`src/rtl/matrix_uart_printer.sv`:
```
// Streams an R x C matrix snapshot to a UART TX as right-aligned decimal text, one line per row.
// Define MATRIX_PRINTER_CRLF_EN to end lines with CR LF instead of LF alone.
module matrix_uart_printer #(
  parameter int DATA_W  = 8,
  parameter int MAX_DIM = 5,
  parameter int DIM_W   = 3,
  parameter int SIGNED  = 0,
  parameter int FIELD_W = 0
) (
  input  logic                              clk,
  input  logic                              rst_n,
  input  logic                              start,
  input  logic [DIM_W-1:0]                  mat_rows,
  input  logic [DIM_W-1:0]                  mat_cols,
  input  logic [MAX_DIM*MAX_DIM*DATA_W-1:0] data_flat,
  output logic                              busy,
  output logic                              done,
  output logic                              err,
  output logic [7:0]                        tx_data,
  output logic                              tx_start,
  input  logic                              tx_busy
);
  localparam int NDIG = (DATA_W * 77) / 256 + 1;
  localparam int NW   = $clog2(NDIG + 1);
  localparam int KW   = $clog2(MAX_DIM * MAX_DIM + 1);
  localparam int BW   = $clog2(DATA_W);
  localparam int PW   = $clog2(FIELD_W + 2);
  localparam logic [DIM_W-1:0] DIM_MAX = DIM_W'(MAX_DIM);

  typedef enum logic [3:0] {
    IDLE, LOAD, CONV, PAD, SIGN, DIGIT, SEP, DONE, WAIT_REL
  } state_t;

  state_t                            state;
  logic [MAX_DIM*MAX_DIM*DATA_W-1:0] data_q;
  logic [DIM_W-1:0]                  rows_q, cols_q, r, c;
  logic [KW-1:0]                     k;
  logic                              neg, guard;
  logic [DATA_W-1:0]                 q, q_nxt, elem;
  logic [3:0]                        rem, rem_nxt;
  logic [4:0]                        trial;
  logic [BW-1:0]                     bitcnt;
  logic [NW-1:0]                     ndig;
  logic [PW-1:0]                     pad_cnt;
  logic [3:0]                        dbuf [NDIG];
  logic                              dims_bad, tx_ready, last_col, last_row;
  int                                len_i, pad_i;
`ifdef MATRIX_PRINTER_CRLF_EN
  logic                              lf_pend;
`endif

  assign elem     = data_q[int'(k)*DATA_W +: DATA_W];
  assign dims_bad = (mat_rows == '0) || (mat_rows > DIM_MAX) ||
                    (mat_cols == '0) || (mat_cols > DIM_MAX);
  // The guard cycle after each strobe lets the UART raise tx_busy before we look at it.
  assign tx_ready = !guard && !tx_busy;
  assign last_col = (c == cols_q - DIM_W'(1));
  assign last_row = (r == rows_q - DIM_W'(1));

  // One restoring step: shift the next dividend bit into the remainder, subtract 10 if it fits.
  always_comb begin
    trial = {rem, q[DATA_W-1]};
    if (trial >= 5'd10) begin
      rem_nxt = 4'(trial - 5'd10);
      q_nxt   = {q[DATA_W-2:0], 1'b1};
    end else begin
      rem_nxt = trial[3:0];
      q_nxt   = {q[DATA_W-2:0], 1'b0};
    end
  end

  // Printed length once the digit produced this cycle is counted.
  always_comb begin
    len_i = int'(ndig) + int'(neg) + 1;
    pad_i = (FIELD_W > len_i) ? (FIELD_W - len_i) : 0;
  end

  always_ff @(posedge clk or negedge rst_n) begin
    if (!rst_n) begin
      state    <= IDLE;
      busy     <= 1'b0;
      done     <= 1'b0;
      err      <= 1'b0;
      tx_start <= 1'b0;
      tx_data  <= 8'h00;
      guard    <= 1'b0;
      data_q   <= '0;
      rows_q   <= '0;
      cols_q   <= '0;
      r        <= '0;
      c        <= '0;
      k        <= '0;
      neg      <= 1'b0;
      q        <= '0;
      rem      <= '0;
      bitcnt   <= '0;
      ndig     <= '0;
      pad_cnt  <= '0;
      for (int i = 0; i < NDIG; i++) dbuf[i] <= '0;
`ifdef MATRIX_PRINTER_CRLF_EN
      lf_pend  <= 1'b0;
`endif
    end else begin
      done     <= 1'b0;
      err      <= 1'b0;
      tx_start <= 1'b0;
      guard    <= 1'b0;
      case (state)
        IDLE: if (start) begin
          if (dims_bad) begin
            err <= 1'b1;
          end else begin
            data_q <= data_flat;
            rows_q <= mat_rows;
            cols_q <= mat_cols;
            r      <= '0;
            c      <= '0;
            k      <= '0;
            busy   <= 1'b1;
            state  <= LOAD;
          end
        end
        LOAD: begin
          if (SIGNED != 0 && elem[DATA_W-1]) begin
            neg <= 1'b1;
            q   <= DATA_W'(0) - elem;
          end else begin
            neg <= 1'b0;
            q   <= elem;
          end
          rem    <= '0;
          bitcnt <= '0;
          ndig   <= '0;
          state  <= CONV;
        end
        CONV: begin
          if (bitcnt == BW'(DATA_W - 1)) begin
            dbuf[ndig] <= rem_nxt;
            ndig       <= ndig + 1'b1;
            if (q_nxt == '0) begin
              pad_cnt <= PW'(pad_i);
              state   <= PAD;
            end else begin
              q      <= q_nxt;
              rem    <= '0;
              bitcnt <= '0;
            end
          end else begin
            q      <= q_nxt;
            rem    <= rem_nxt;
            bitcnt <= bitcnt + 1'b1;
          end
        end
        PAD: begin
          if (pad_cnt == '0) begin
            state <= SIGN;
          end else if (tx_ready) begin
            tx_data  <= 8'h20;
            tx_start <= 1'b1;
            guard    <= 1'b1;
            pad_cnt  <= pad_cnt - 1'b1;
          end
        end
        SIGN: begin
          if (!neg) begin
            state <= DIGIT;
          end else if (tx_ready) begin
            tx_data  <= 8'h2D;
            tx_start <= 1'b1;
            guard    <= 1'b1;
            state    <= DIGIT;
          end
        end
        DIGIT: if (tx_ready) begin
          tx_data  <= 8'h30 + {4'h0, dbuf[ndig - 1'b1]};
          tx_start <= 1'b1;
          guard    <= 1'b1;
          ndig     <= ndig - 1'b1;
          if (ndig == NW'(1)) state <= SEP;
        end
        SEP: if (tx_ready) begin
          tx_start <= 1'b1;
          guard    <= 1'b1;
          if (!last_col) begin
            tx_data <= 8'h20;
            c       <= c + 1'b1;
            k       <= k + 1'b1;
            state   <= LOAD;
          end else begin
`ifdef MATRIX_PRINTER_CRLF_EN
            if (!lf_pend) begin
              tx_data <= 8'h0D;
              lf_pend <= 1'b1;
            end else begin
              tx_data <= 8'h0A;
              lf_pend <= 1'b0;
              if (last_row) begin
                state <= DONE;
              end else begin
                r     <= r + 1'b1;
                c     <= '0;
                k     <= k + 1'b1;
                state <= LOAD;
              end
            end
`else
            tx_data <= 8'h0A;
            if (last_row) begin
              state <= DONE;
            end else begin
              r     <= r + 1'b1;
              c     <= '0;
              k     <= k + 1'b1;
              state <= LOAD;
            end
`endif
          end
        end
        DONE: if (tx_ready) begin
          busy  <= 1'b0;
          done  <= 1'b1;
          state <= WAIT_REL;
        end
        WAIT_REL: if (!start) state <= IDLE;
        default: state <= IDLE;
      endcase
    end
  end
endmodule

```
`config.mk`:
```
export PLATFORM = sky130hd
export DESIGN_NAME = matrix_uart_printer
export DESIGN_NICKNAME = d
export VERILOG_FILES = /design/src/rtl/matrix_uart_printer.sv
export SDC_FILE = /design/constraint.sdc
export NUM_CORES = 1
export LEC_CHECK = 0
export BUFFER_PORTS_ARGS = -buffer_cell sky130_fd_sc_hd__clkbuf_2
export CAP_MARGIN = 40
export CORE_ASPECT_RATIO = 2
export CORE_MARGIN = 2
export CORE_UTILIZATION = 56
export DETAILED_ROUTE_END_ITERATION = 7
export GPL_TIMING_DRIVEN = 0
export HOLD_SLACK_MARGIN = 0.08
export PLACE_DENSITY_LB_ADDON = 0.1
export REMOVE_ABC_BUFFERS = 1
export SLEW_MARGIN = 25
export SYNTH_ARGS = -nofsm -noshare
export SYNTH_HDL_FRONTEND = slang
export SYNTH_SLANG_ARGS = --single-unit
```
`constraint.sdc`:
```
create_clock -name clk -period 2.6 [get_ports clk]
set_input_delay 0.39 -clock clk [delete_from_list [all_inputs] [get_ports clk]]
set_output_delay 0.39 -clock clk [all_outputs]
set_load 0.02 [all_outputs]
```
=== Yosys cells after proc, flatten, opt, wreduce, memory -nomap -nowiden ===
Cells that the tools add are included.

* Output and inout port bits: 12
* Memories: 0
* Bits of input ports: 210
* Register bits after elaboration: 263
* Bits in latches: 0
* Word-level logic and storage cells: 174
* Memory bits (read-only): 0
* Bits in writable memories: 0

* Shift-type cells: 1
* $lt $le $gt $ge: 7
* Multipliers: 0
* Add/subtract/negate cells: 13
* Mux-type cells: 72
* Bitwise gates (word level): 4
* Equal/unequal tests: 29
* Div/mod/pow operators: 0
* Reductions and logical operators: 28

{| class="wikitable"
|+ Operators with widths
! operator !! number
|-
| variable part select 200 x 9 -> 8 bit || 1
|-
| 2-to-1 mux 4 bit || 16
|-
| 2-to-1 mux 8 bit || 6
|-
| 2-to-1 mux 3 bit || 12
|-
| one-hot mux 4 bit (9 select lines) || 1
|-
| != test 2 bit (second input constant) || 15
|-
| 2-to-1 mux 5 bit || 5
|-
| one-hot mux 8 bit (3 select lines) || 1
|-
| one-hot mux 3 bit (2 select lines) || 3
|-
| == test 4 x 3 -> 1 bit (second input constant) || 4
|-
| one-hot mux 8 bit (2 select lines) || 1
|-
| 2-to-1 mux 1 bit || 15
|-
| bitwise mux 12 bit || 1
|-
| one-hot mux 5 bit (2 select lines) || 1
|-
| AND reduction 10 bit || 1
|-
| adder 3 x 1 -> 3 bit (second input constant) || 3
|-
| AND reduction 3 bit || 3
|-
| binary-select mux 4 bit (select 2 bit) || 1
|-
| demux 4 bit (select 2 bit) || 1
|-
| == test 4 x 2 -> 1 bit (second input constant) || 2
|-
| logical NOT 8 bit || 1
|-
| one-hot mux 4 bit (2 select lines) || 1
|-
| nonzero test 2 bit || 4
|-
| adder 6 x 4 -> 7 bit (first input constant) || 1
|-
| other kinds (38) || 54
|}

=== Logic depth before layout (Yosys ltp) ===
Gate-level depths: netlist (run 1).

* Depth after elaboration: 8
* Mapped depth: 9
* Mapped depth without buffers: 7

=== Worst setup path after synthesis (run 1) ===
No wires, ideal clock.

* Path kind: register -> register
* Start point: reg k[0]
* End point: reg q[1]
* Stages on the path, launching flop included: 8
* Required time: 2.472 ns
* Path buffers: 2
* Period minus slack after synthesis: 1.996 ns
* Path slack: 0.604 ns
* Arrival: 1.868 ns
* Setup time: 0.128 ns
* Cell sequence: dfrtp_1 buf_4 buf_4 mux4_2 a221oi_1 nand2_1 a22oi_1 mux2i_1

* Longest elaborated chain between the ends: 2

{| class="wikitable"
|+ RTL lines
! item !! line !! RTL
|-
| start, declared || 37 || <nowiki>logic [KW-1:0] k;</nowiki>
|-
| start signal, assigned || 187 || <nowiki>k <= k + 1'b1;</nowiki>
|-
| start signal, assigned || 213 || <nowiki>k <= k + 1'b1;</nowiki>
|-
| variable part select 200 x 9 -> 8 bit || 52 || <nowiki>assign elem = data_q[int'(k)*DATA_W +: DATA_W];</nowiki>
|-
| one-hot mux 8 bit (2 select lines) || 108 || <nowiki>case (state)</nowiki>
|-
| end signal, assigned || 126 || <nowiki>q <= DATA_W'(0) - elem;</nowiki>
|-
| end signal, assigned || 129 || <nowiki>q <= elem;</nowiki>
|-
| end signal, assigned || 144 || <nowiki>q <= q_nxt;</nowiki>
|-
| end, declared || 39 || <nowiki>logic [DATA_W-1:0] q, q_nxt, elem;</nowiki>
|}

Every way passes these cells.
A chain may end at the register's enable or synchronous reset.

=== Worst setup path in the final report (run 1) ===
* Start point: reg k[2]
* End point: reg q[4]

The elaborated chain is that of the path after synthesis.

==> results of run 1 <==
## worst max-delay path, stage by stage (launching register included)
cell	delay, ns
dfrtp_1	0.88
and3b_1	0.34
a221oi_1	0.60
o211ai_1	0.18
a31oi_1	0.22
mux2i_1	0.13
## synth_stat cells, drive strengths merged, types with 3 or more instances
library cell,n,area share
ha,12,0.012
nand3,7,0.0028
o41ai,4,0.0043
nor3,9,0.0044
buf,45,0.021
a21o,6,0.0036
mux2i,23,0.019
a22oi,6,0.0036
a22o,6,0.0042
a221oi,8,0.0056
mux4,35,0.063
nand2b,3,0.0015
and3,4,0.0020
o22ai,4,0.0020
o211ai,11,0.0066
nor2b,10,0.0050
nor4,4,0.0032
nor2,24,0.0072
inv,21,0.0063
nand2,644,0.19
a31oi,8,0.0052
and2,4,0.0020
or3,3,0.0015
a211oi,3,0.0018
clkbuf,33,0.010
o31ai,8,0.0048
mux2,32,0.029
dfrtp,261,0.53
or2,3,0.0015
o21a,3,0.0018
a21oi,16,0.0064
o21ai,22,0.0089
or4,3,0.0018
xor2,4,0.0028
## cells by family (layout without fill, tap and decap cells)
group	after synthesis	in the layout	share of synthesized area
AND/OR/NAND/NOR	731	732	0.2377
flip-flops	261	261	0.5252
AO/OA/AOI/OAI	118	118	0.06983
buffers and inverters	99	461	0.03683
multiplexers	90	90	0.1109
adder cells (fa/ha/maj)	12	12	0.01207
XOR/XNOR	7	7	0.007143
other	1	3	0.0003016
## cell type report
class | count | share of cell area
diodes | 1 | 0.0001530
clock buffers | 37 | 0.04650
clock inverters | 5 | 0.004972
inverters | 21 | 0.004819
multi-input cells | 961 | 0.3343
flip-flops and latches | 261 | 0.4000
well taps | 276 | 0.02111
repair buffers | 398 | 0.1881
## stage by stage
step | hold slack (ns) | TNS, ns | instances | power (uW)
final | 0.07458 | 0 | 1960 | 17400
after global routing | 0.08339 | -0.005623 | 1960 | 18580
after CTS | 0.08119 | 0 | 1957 | 17370
after detailed placement | 0.3731 | -5.651 | 1748 | 13330
after global placement | 0.4518 | -2076.50 | 1737 | 13230
after floorplan | 0.09441 | -506.69 | 1242 | 11420
## layer usage
layer / wire, um / share of wire / global-route usage
met4: 2209 / 0.063 / 0.1797
met3: 1399 / 0.040 / 0.03397
met2: 18900 / 0.54 / 0.5449
met1: 12620 / 0.36 / 0.3558
met5: 0 / 0 / 0
## power by group through the flow
stage | registers [uW] | clock network, uW | logic, uW
final | 7300 | 3750 | 6350
after global routing | 7540 | 3950 | 7080
after CTS | 7250 | 3800 | 6330
after detailed placement | 7350 | 0 | 5980
after global placement | 7370 | 0 | 5860
after floorplan | 7020 | 0 | 4400
## cell usage in the layout (no fill, tap or decap), types with 8 or more instances in the layout
cell / netlist / final
o211ai_1: 11 / 11
dlygate4sd3_1: 0 / 166
a221oi_1: 8 / 8
o31ai_1: 8 / 8
mux4_2: 35 / 35
clkbuf_16: 0 / 25
a21oi_1: 16 / 16
mux2_2: 32 / 32
nor2_1: 24 / 24
dfrtp_1: 261 / 255
inv_1: 21 / 21
nand2_1: 643 / 642
clkbuf_2: 0 / 218
mux2i_1: 23 / 23
nor2b_1: 10 / 10
buf_16: 0 / 10
clkbuf_8: 0 / 10
ha_1: 12 / 12
o21ai_0: 20 / 20
## final timing paths
| check | start | to | slack, ns | cells after the start |
|---|---|---|---|---|
| setup / recovery | k[2] | q[4] | 0.11 | 5 |
| min in group asynchronous | rst_n | rows_q[1] | 0.37 | 2 |
| setup reg to reg | k[2] | q[4] | 0.11 | 5 |
| max in group asynchronous | rst_n | data_q[177] | 1.15 | 4 |
| hold reg to reg | data_q[89] | data_q[89] | 0.47 | 2 |
| hold / removal | data_flat[72] | data_q[72] | 0.07 | 3 |
## timing repair
item / in CTS / in global routing
endpoints found under the setup margin: 126 / 131
pin swaps: 1 / 0
setup buffers: 2 / 0
gates cloned: 0 / 1
hold buffers: 165 / 1
gates resized for setup: 0 / 5
hold endpoints to repair: 213 / 1
## flip-flops by register name, indices dropped and copies added (netlist names)
name	count
bitcnt	3
busy	1
c	3
cols_q	3
data_q	200
dbuf	12
done	1
err	1
guard	1
k	5
ndig	2
pad_cnt	1
q	8
r	3
rem	4
rows_q	3
state	4
tx_data	6
==> metrics.txt, run 1 <==
setup slack after layout=0.1144 ns; Synth cell types=67; Post-Syn Area per Cell=between 9 and 10 um2; CTS sink cnt=about 260; Sw Ratio=0.3591; status=finished clean; Vias per Instance=5.452; Routed WL per cell=about 18 um; Antenna Violating Nets Remaining=0; Post-synth top flop=dfrtp_1; Power Internal=11150 uW; Logic pwr share=0.365; Max Slew Vio Count=0; Worst Path Max Fanout=16; final wirelength=around 35 mm; CP Data Arrival Time=around 2.9 ns; ys async rst share=1.000; DRC errors left=0; Rows=77; Clk pin slew, worst setup/hold paths=0.07 ns; Critical Path RT=between 2 and 3 ns; Gate Count Post-Synth=1319; Ports=222; vias=10690; initial cell density of the core=0.5661; final worst path period share=0.9560; type of origin of the critical path=register; final hold vios=0; clock share of power=0.216; H-tree depth=1; Final setup viols=0; power density cells=1064 nW/um2; DP Worst Slack=-0.09197 ns; CTS max path bufs=3; All-Layer GR Usage=0.3103; gr ovfl total=0; post-route clock skew=0.007923 ns; switching pwr=roughly 6200 uW; Hold Crit Class=in -> reg; cell area after placement=13800 um2; Buffers on Ports=219; first drt pass iteration count=6; relative slew slack=0.4562; Initial DRC Count=721; Post-synth EDFFs=0; Yosys reg bits=261; filler cell count=1575; design area=16360 um2; Crit Path Class=reg -> reg; fmax=0.4023 GHz; first-pass GRT wire length=56.66 mm; time the worst path needs with I/O delays and setup=2.486 ns; Root Driver=clkbuf_16; worst skew pair latency=0.53 ns; dpl hpwl=around 22 mm; CTS tree=built; Die ar.=23490 um2; Seq/Total Area, Yosys=0.5252; footprint of the multi-input gates=5469 um2; height of the chip=214.7 um; Netlist Area Pre-Place=12440 um2; synthesis-to-layout area growth=31.54%; synth warn=0; Seq pwr share=0.419; vias in the first global route=between 10000 and 15000; number of max-cap violations=0; final core occ=0.7447; Register Area=6544 um2; core area=approximately 22000 um2; Pleak=0.008278 uW; Die Width=109.4 um; antenna violations before repair=1; Least-Margin Pin Slew=about 0.81 ns; Nets=1889; CP endpoint kind=register; CTS buffer count=24; gpl congestion=roughly 0.85; peak supply drop=0.7707 mV; layout cell share with drive strength beyond 1=0.2139; largest net degree at the start of global routing=78
Power figures use the tool's default switching activity.
==> run 2: changes to the inputs <==
==> constraint.sdc (replaced) <==
create_clock -name clk -period 2.6 [get_ports clk]
set_input_delay 0.52 -clock clk [delete_from_list [all_inputs] [get_ports clk]]
set_output_delay 0.52 -clock clk [all_outputs]
set_load 0.02 [all_outputs]
==> metrics.txt, run 2 (same netlist as run 1, synthesis figures left out) <==
final hold slack=0.1808 ns (was 0.07458 ns); CP Data Arrival Time=2.89 ns (was 2.87 ns); post-route insts no fill=1794 (was 1960); Critical path buffers and inverters=3 (was 0); Hold Crit Class=in -> reg (unchanged); Top delay family on crit path=simple AND/OR/NAND/NOR gates (was compound AO/OA/AOI/OAI gates); antenna violations before repair=0 (was 1); vias=9700 (was 10690); final wirelength=31.18 mm (was 35.13 mm); Clk pin slew, worst setup/hold paths=0.07 ns (about the same); Crit Path Class=reg -> reg (unchanged); layout cell share with drive strength beyond 1=0.2372 (was 0.2139); Slowest-stage cell, CP=dfrtp_2 (was dfrtp_1); height of the chip=214.7 um (unchanged); synthesis-to-layout area growth=18.24% (was 31.54%); initial cell density of the core=0.5661 (unchanged); gpl congestion=0.8450 (unchanged); Cell Chain, Critical Path=nor4_4, and2_2, nand2_4, buf_16, buf_16, buf_16, nand2_1, nand2_1 (was and3b_1, a221oi_1, o211ai_1, a31oi_1, mux2i_1); CP endpoint kind=register (unchanged); largest registers=data_q: 200 flops, dbuf: 12 flops, q: 8 flops (unchanged); Pleak=0.007589 uW (was 0.008278 uW); Rows=77 (unchanged); CTS buffer count=24 (unchanged); vias in the first global route=10270 (was 11400); Nets=1724 (was 1889); FF-to-FF path depth=8 (was 5); unrepaired setup endpoints after global routing=false; Antenna Violating Nets Remaining=0 (unchanged); Worst path depth=8 (was 5); Vias per Instance=5.407 (was 5.452); peak supply drop=0.7122 mV (was 0.7707 mV); Antenna Cells=0 (was 1); gr ovfl total=0 (unchanged); H-tree depth=1 (unchanged); commonest non-fill, non-tap cell in the layout=nand2_1 (unchanged); final core occ=0.6694 (was 0.7447); post-route clock skew=0.008149 ns (was 0.007923 ns); Cells on Worst Hold Path=3 (unchanged); Routed WL per cell=17.38 um (was 17.92 um); fmax=0.4036 GHz (was 0.4023 GHz); hold_sp=data_flat[103] (was data_flat[72]); max FFs per register=200 (unchanged); Critical Path RT=3.01 ns (was 2.98 ns); Initial DRC Count=611 (was 721); Final setup viols=0 (unchanged); largest net degree at the start of global routing=78 (unchanged); CTS sink cnt=261 (unchanged); power density cells=1160 nW/um2 (was 1064 nW/um2); final hold vios=0 (unchanged); CTS max path bufs=3 (unchanged); placed insts=1748 (unchanged); design area=14700 um2 (was 16360 um2); Worst Path Max Fanout=70 (was 16); Root Driver=clkbuf_16 (unchanged); relative slew slack=0.4486 (was 0.4562); CP startpoint=state[3] (was k[2]); Max Slew Vio Count=0 (unchanged); DRC errors left=0 (unchanged); status=finished clean (unchanged); Ports=222 (unchanged); Worst path most repeated cell=buf_16; reg-to-reg startpoint=state[3] (was k[2]); most frequent cells in the layout=642 x nand2_1, 255 x dfrtp_1, 218 x clkbuf_2 (unchanged); first drt pass iteration count=5 (was 6); All-Layer GR Usage=0.2790 (was 0.3103); CTS tree=built (unchanged); Buffers on Ports=219 (unchanged); type of origin of the critical path=register (unchanged); cell area after placement=13800 um2 (unchanged); most flop-heavy register=data_q (unchanged); Least-Margin Pin Slew=0.8250 ns (was 0.8095 ns); time the worst path needs with I/O delays and setup=2.478 ns (was 2.486 ns); number of max-cap violations=0 (unchanged); dpl hpwl=21.82 mm (unchanged); Die ar.=23490 um2 (unchanged); flop2flop setup slack=0.12 ns (was 0.11 ns); Overall Power=17050 uW (was 17400 uW); core area=21970 um2 (unchanged); Die Width=109.4 um (unchanged); final worst path period share=0.9530 (was 0.9560); critical path's largest stage delay=0.53 ns (was 0.88 ns); worst skew pair latency=0.53 ns (about the same); first-pass GRT wire length=50.89 mm (was 56.66 mm)
[run 2: path summary, 6_finish.rpt]
| path | endpoint |
|---|---|
| worst max register to register | data_q[124] |
| max in group asynchronous | data_q[181] |
| worst min register to register | data_q[19] |
| worst max-delay path | data_q[124] |
| worst min-delay path | data_q[103] |
| min in group asynchronous | rows_q[1] |
[run 2: routing by layer]
layer	vias to the layer above	routed length [um]	GRT usage
met4	0	1508	0.1316
met2	228	16850	0.4947
li1	4720	-	-
met5	-	0	0
met3	78	1218	0.03458
met1	4674	11600	0.3271
[run 2: metrics by stage]
| step | setup TNS, ns | worst slack (ns) |
|---|---|---|
| global route | 0 | 0.02132 |
| global placement | -2110.56 | -4.940 |
| detailed placement | -5.651 | -0.09197 |
| CTS | 0 | 0.02545 |
| floorplan | -506.82 | -2.546 |
| finish | 0 | 0.1223 |
[run 2: power breakdown]
| group | internal (uW) | total [uW] | switching (uW) |
|---|---|---|---|
| logic | 2830 | 6070 | 3240 |
| clock network | 2210 | 3730 | 1530 |
| registers | 5950 | 7250 | 1290 |
| total | 11000 | 17100 | 6060 |
[run 2: worst reg2reg max path: cells and delay by family (launching register included)]
family	cells	cell delay, ns
simple gates	5	1.02
buf+inv	3	0.81
flops	1	0.53
[run 2: area by class of cell]
class / count / area, um2
Clock buffer: 37 / 760.7
Multi-Input combinational cell: 961 / 5469
Sequential cell: 261 / 6544
Fill cell: 1907 / 7262
Inverter: 21 / 78.83
Tap cell: 276 / 345.3
Timing Repair Buffer: 233 / 1425
Clock inverter: 5 / 81.33
[run 2: timing repair]
action,in CTS,in global routing
pin swaps,1,0
endpoints found under the hold margin,49,0
hold buffers,1,0
setup endpoints to repair,126,131
gates cloned,0,1
buffers inserted,2,0
gates resized for setup,0,5
==> run 3: changes to the inputs <==
Settings changed: ABC_AREA set to 1, CORE_UTILIZATION 56 to 57.
==> metrics.txt, run 3 <==
top post-synthesis cells by count=354 x nand2_1, 261 x dfrtp_1, 225 x inv_1, 212 x nor2_1, 157 x nand3_1 (was 643 x nand2_1, 261 x dfrtp_1, 35 x mux4_2, 33 x buf_2, 33 x clkbuf_1); reg2reg end=data_q[116] (was data_q[124]); power density cells=1040 nW/um2 (was 1160 nW/um2); critical path's largest stage delay=0.41 ns (was 0.53 ns); vias in the first global route=10940 (was 10270); filler cell count=2021 (was 1907); gpl congestion=0.8625 (was 0.8450); final core occ=0.6693 (was 0.6694); first drt pass iteration count=5 (unchanged); max FFs per register=200 (unchanged); Max Slew Vio Count=0 (unchanged); peak supply drop=0.8332 mV (was 0.7122 mV); Synth cell types=36 (was 67); Rows=79 (was 77); cell with the most instances after synthesis=nand2_1 (unchanged); Root Driver=clkbuf_16 (unchanged); Buffers on Ports=219 (unchanged); Top delay family on crit path=buffers and inverters (was simple AND/OR/NAND/NOR gates); Vias per Instance=5.227 (was 5.407); Clk pin slew, worst setup/hold paths=0.06 ns (was 0.07 ns); synth warn=0 (unchanged); Least-Margin Pin Slew=0.7652 ns (was 0.8250 ns); CTS max path bufs=3 (unchanged); final wirelength=33.28 mm (was 31.18 mm); time the worst path needs with I/O delays and setup=2.478 ns (about the same); Crit Path Class=reg -> reg (unchanged); CP endpoint kind=register (unchanged); type of origin of the critical path=register (unchanged); Hold Crit Class=in -> reg (unchanged); number of max-cap violations=0 (unchanged); reg-to-reg startpoint=state[2] (was state[3]); relative slew slack=0.4899 (was 0.4486); final hold vios=0 (unchanged); Cell Chain, Critical Path=nor2_2, nand2_1, nor2_4, nand3_4, buf_12, buf_16, buf_12, buf_16, mux2_4 (was nor4_4, and2_2, nand2_4, buf_16, buf_16, buf_16, nand2_1, nand2_1); CP startpoint=state[2] (was state[3]); Routed WL per cell=15.73 um (was 17.38 um); DRC errors left=0 (unchanged); Pleak=0.008418 uW (was 0.007589 uW); dpl hpwl=22.65 mm (was 21.82 mm); Ports=222 (unchanged); Antenna Violating Nets Remaining=0 (unchanged); largest cells by area after synthesis=dfrtp_1 49%, nand2_1 10%, inv_1 6.4%, nor2_1 6.0%, nand3_1 5.9% (was dfrtp_1 53%, nand2_1 19%, mux4_2 6.3%, mux2_2 2.9%, mux2i_1 1.9%); most flop-heavy register=data_q (unchanged); Die Width=112.0 um (was 109.4 um); Yosys reg bits=261 (unchanged); flop2flop setup slack=0.12 ns (about the same); Critical path buffers and inverters=4 (was 3); height of the chip=219.9 um (was 214.7 um); Post-Syn Area per Cell=8.145 um2 (was 9.428 um2); post-route clock skew=0.02023 ns (was 0.008149 ns); post-route insts no fill=2116 (was 1794); Initial DRC Count=700 (was 611); Die ar.=24620 um2 (was 23490 um2); fmax=0.4036 GHz (about the same); Post-synth EDFFs=0 (unchanged); unrepaired setup endpoints after global routing=false (unchanged); largest registers=data_q: 200 flops, dbuf: 12 flops, q: 8 flops (unchanged); crit path to=data_q[116] (was data_q[124]); largest net degree at the start of global routing=89 (was 78); antenna violations before repair=3 (was 0); gr ovfl total=0 (unchanged); CTS buffer count=25 (was 24); status=finished clean (unchanged); H-tree depth=1 (unchanged); Worst path depth=9 (was 8); ys async rst share=1.000 (unchanged); All-Layer GR Usage=0.2689 (was 0.2790); core area=23130 um2 (was 21970 um2); CTS sink cnt=261 (unchanged); FF-to-FF path depth=9 (was 8); Netlist Area Pre-Place=13290 um2 (was 12440 um2); initial cell density of the core=0.5744 (was 0.5661); layout cell share with drive strength beyond 1=0.2066 (was 0.2372); Gate Count Post-Synth=1631 (was 1319); Register Area=6543 um2 (was 6544 um2); Worst Path Max Fanout=49 (was 70); CTS tree=built (unchanged); Nets=2035 (was 1724); CP Data Arrival Time=2.87 ns (was 2.89 ns); Final setup viols=0 (unchanged); Seq/Total Area, Yosys=0.4916 (was 0.5252); final worst path period share=0.9530 (about the same); commonest non-fill, non-tap cell in the layout=nand2_1 (unchanged); footprint of the multi-input gates=5381 um2 (was 5469 um2); most frequent cells in the layout=353 x nand2_1, 258 x dfrtp_1, 223 x inv_1 (was 642 x nand2_1, 255 x dfrtp_1, 218 x clkbuf_2); vias=11060 (was 9700); Critical Path RT=2.99 ns (was 3.01 ns); worst skew pair latency=0.53 ns (about the same); placed insts=2063 (was 1748); first-pass GRT wire length=53.26 mm (was 50.89 mm); Post-synth top flop=dfrtp_1 (unchanged); Synth top area share=0.4916 (was 0.5252); Slowest-stage cell, CP=dfrtp_1 (was dfrtp_2); largest area contributor in the netlist=dfrtp_1 (unchanged); synthesis-to-layout area growth=16.53% (was 18.24%)
-- run 3: logic make-up after synthesis --
| logic type | after synthesis | share of synthesized area |
|---|---|---|
| flip-flops | 261 | 0.4916 |
| other | 1 | 0.0002823 |
| buffers and inverters | 313 | 0.1066 |
| adder cells (fa/ha/maj) | 12 | 0.01130 |
| AND/OR/NAND/NOR | 741 | 0.2290 |
| AO/OA/AOI/OAI | 249 | 0.1059 |
| XOR/XNOR | 12 | 0.007911 |
| multiplexers | 42 | 0.04747 |
-- run 3: worst register-to-register path: stages, from the launching register on --
cell and delay (ns):
dfrtp_1 0.41, nor2_2 0.20, nand2_1 0.19, nor2_4 0.19, nand3_4 0.10, buf_12 0.23
buf_16 0.20, buf_12 0.21, buf_16 0.24, mux2_4 0.37
-- run 3: what timing repair did --
| item | CTS | global route |
|---|---|---|
| endpoints found under the setup margin | 76 | 22 |
| buffers inserted | 1 | 3 |
| resized for setup | 8 | 2 |
| hold endpoints to repair | 38 | 0 |
| pin swaps | 0 | 1 |
| hold buffers | 1 | 0 |
| gates cloned | 1 | 0 |
-- run 3: how the worst min path moves through the flow --
stage | slack, ns | depth (start not counted) | end | startpoint
after floorplan | 0.22 | 0 | bitcnt[0] | rst_n
after CTS | 0.20 | 2 | data_q[5] | data_flat[5]
after global routing | 0.21 | 2 | data_q[125] | data_flat[125]
after detailed placement | 0.47 | 2 | dbuf[11] | dbuf[11]
after global placement | 0.46 | 2 | tx_data[4] | tx_data[4]
final | 0.22 | 2 | data_q[103] | data_flat[103]
-- run 3: through the flow --
stage	power [uW]	hold WS (ns)	area [um2]	TNS, ns	setup WS [ns]
after floorplan	11130	0.2244	12730	-1579.95	-8.207
after global placement	12250	0.4581	14180	-3492.84	-12.07
after detailed placement	12430	0.4691	14540	-31.08	-0.5833
after CTS	16180	0.1974	15420	0	0.04994
after global routing	17380	0.2115	15480	0	0.02105
final	16100	0.2198	15480	0	0.1221
-- run 3: area by class of cell --
cell class	instances	share of cell area
diodes	3	0.0004849
clock buffers	37	0.04979
clock inverters	7	0.004122
inverters	228	0.05569
multi-input cells	1059	0.3476
flip-flops and latches	261	0.4226
well taps	283	0.02287
repair buffers	238	0.09682
-- run 3: routing by layer --
metal / share of wire / vias up / GRT usage
li1: - / 5476 / -
met1: 0.38 / 5245 / 0.3074
met2: 0.54 / 267 / 0.4976
met3: 0.041 / 72 / 0.03080
met4: 0.041 / 0 / 0.1276
met5: 0 / - / 0
-- run 3: power by group --
part	leakage (uW)	switching (uW)	internal (uW)
logic	0.00499	3440	2390
clock network	0.000420	1530	2140
registers	0.00300	745	5850
total	0.00842	5720	10400
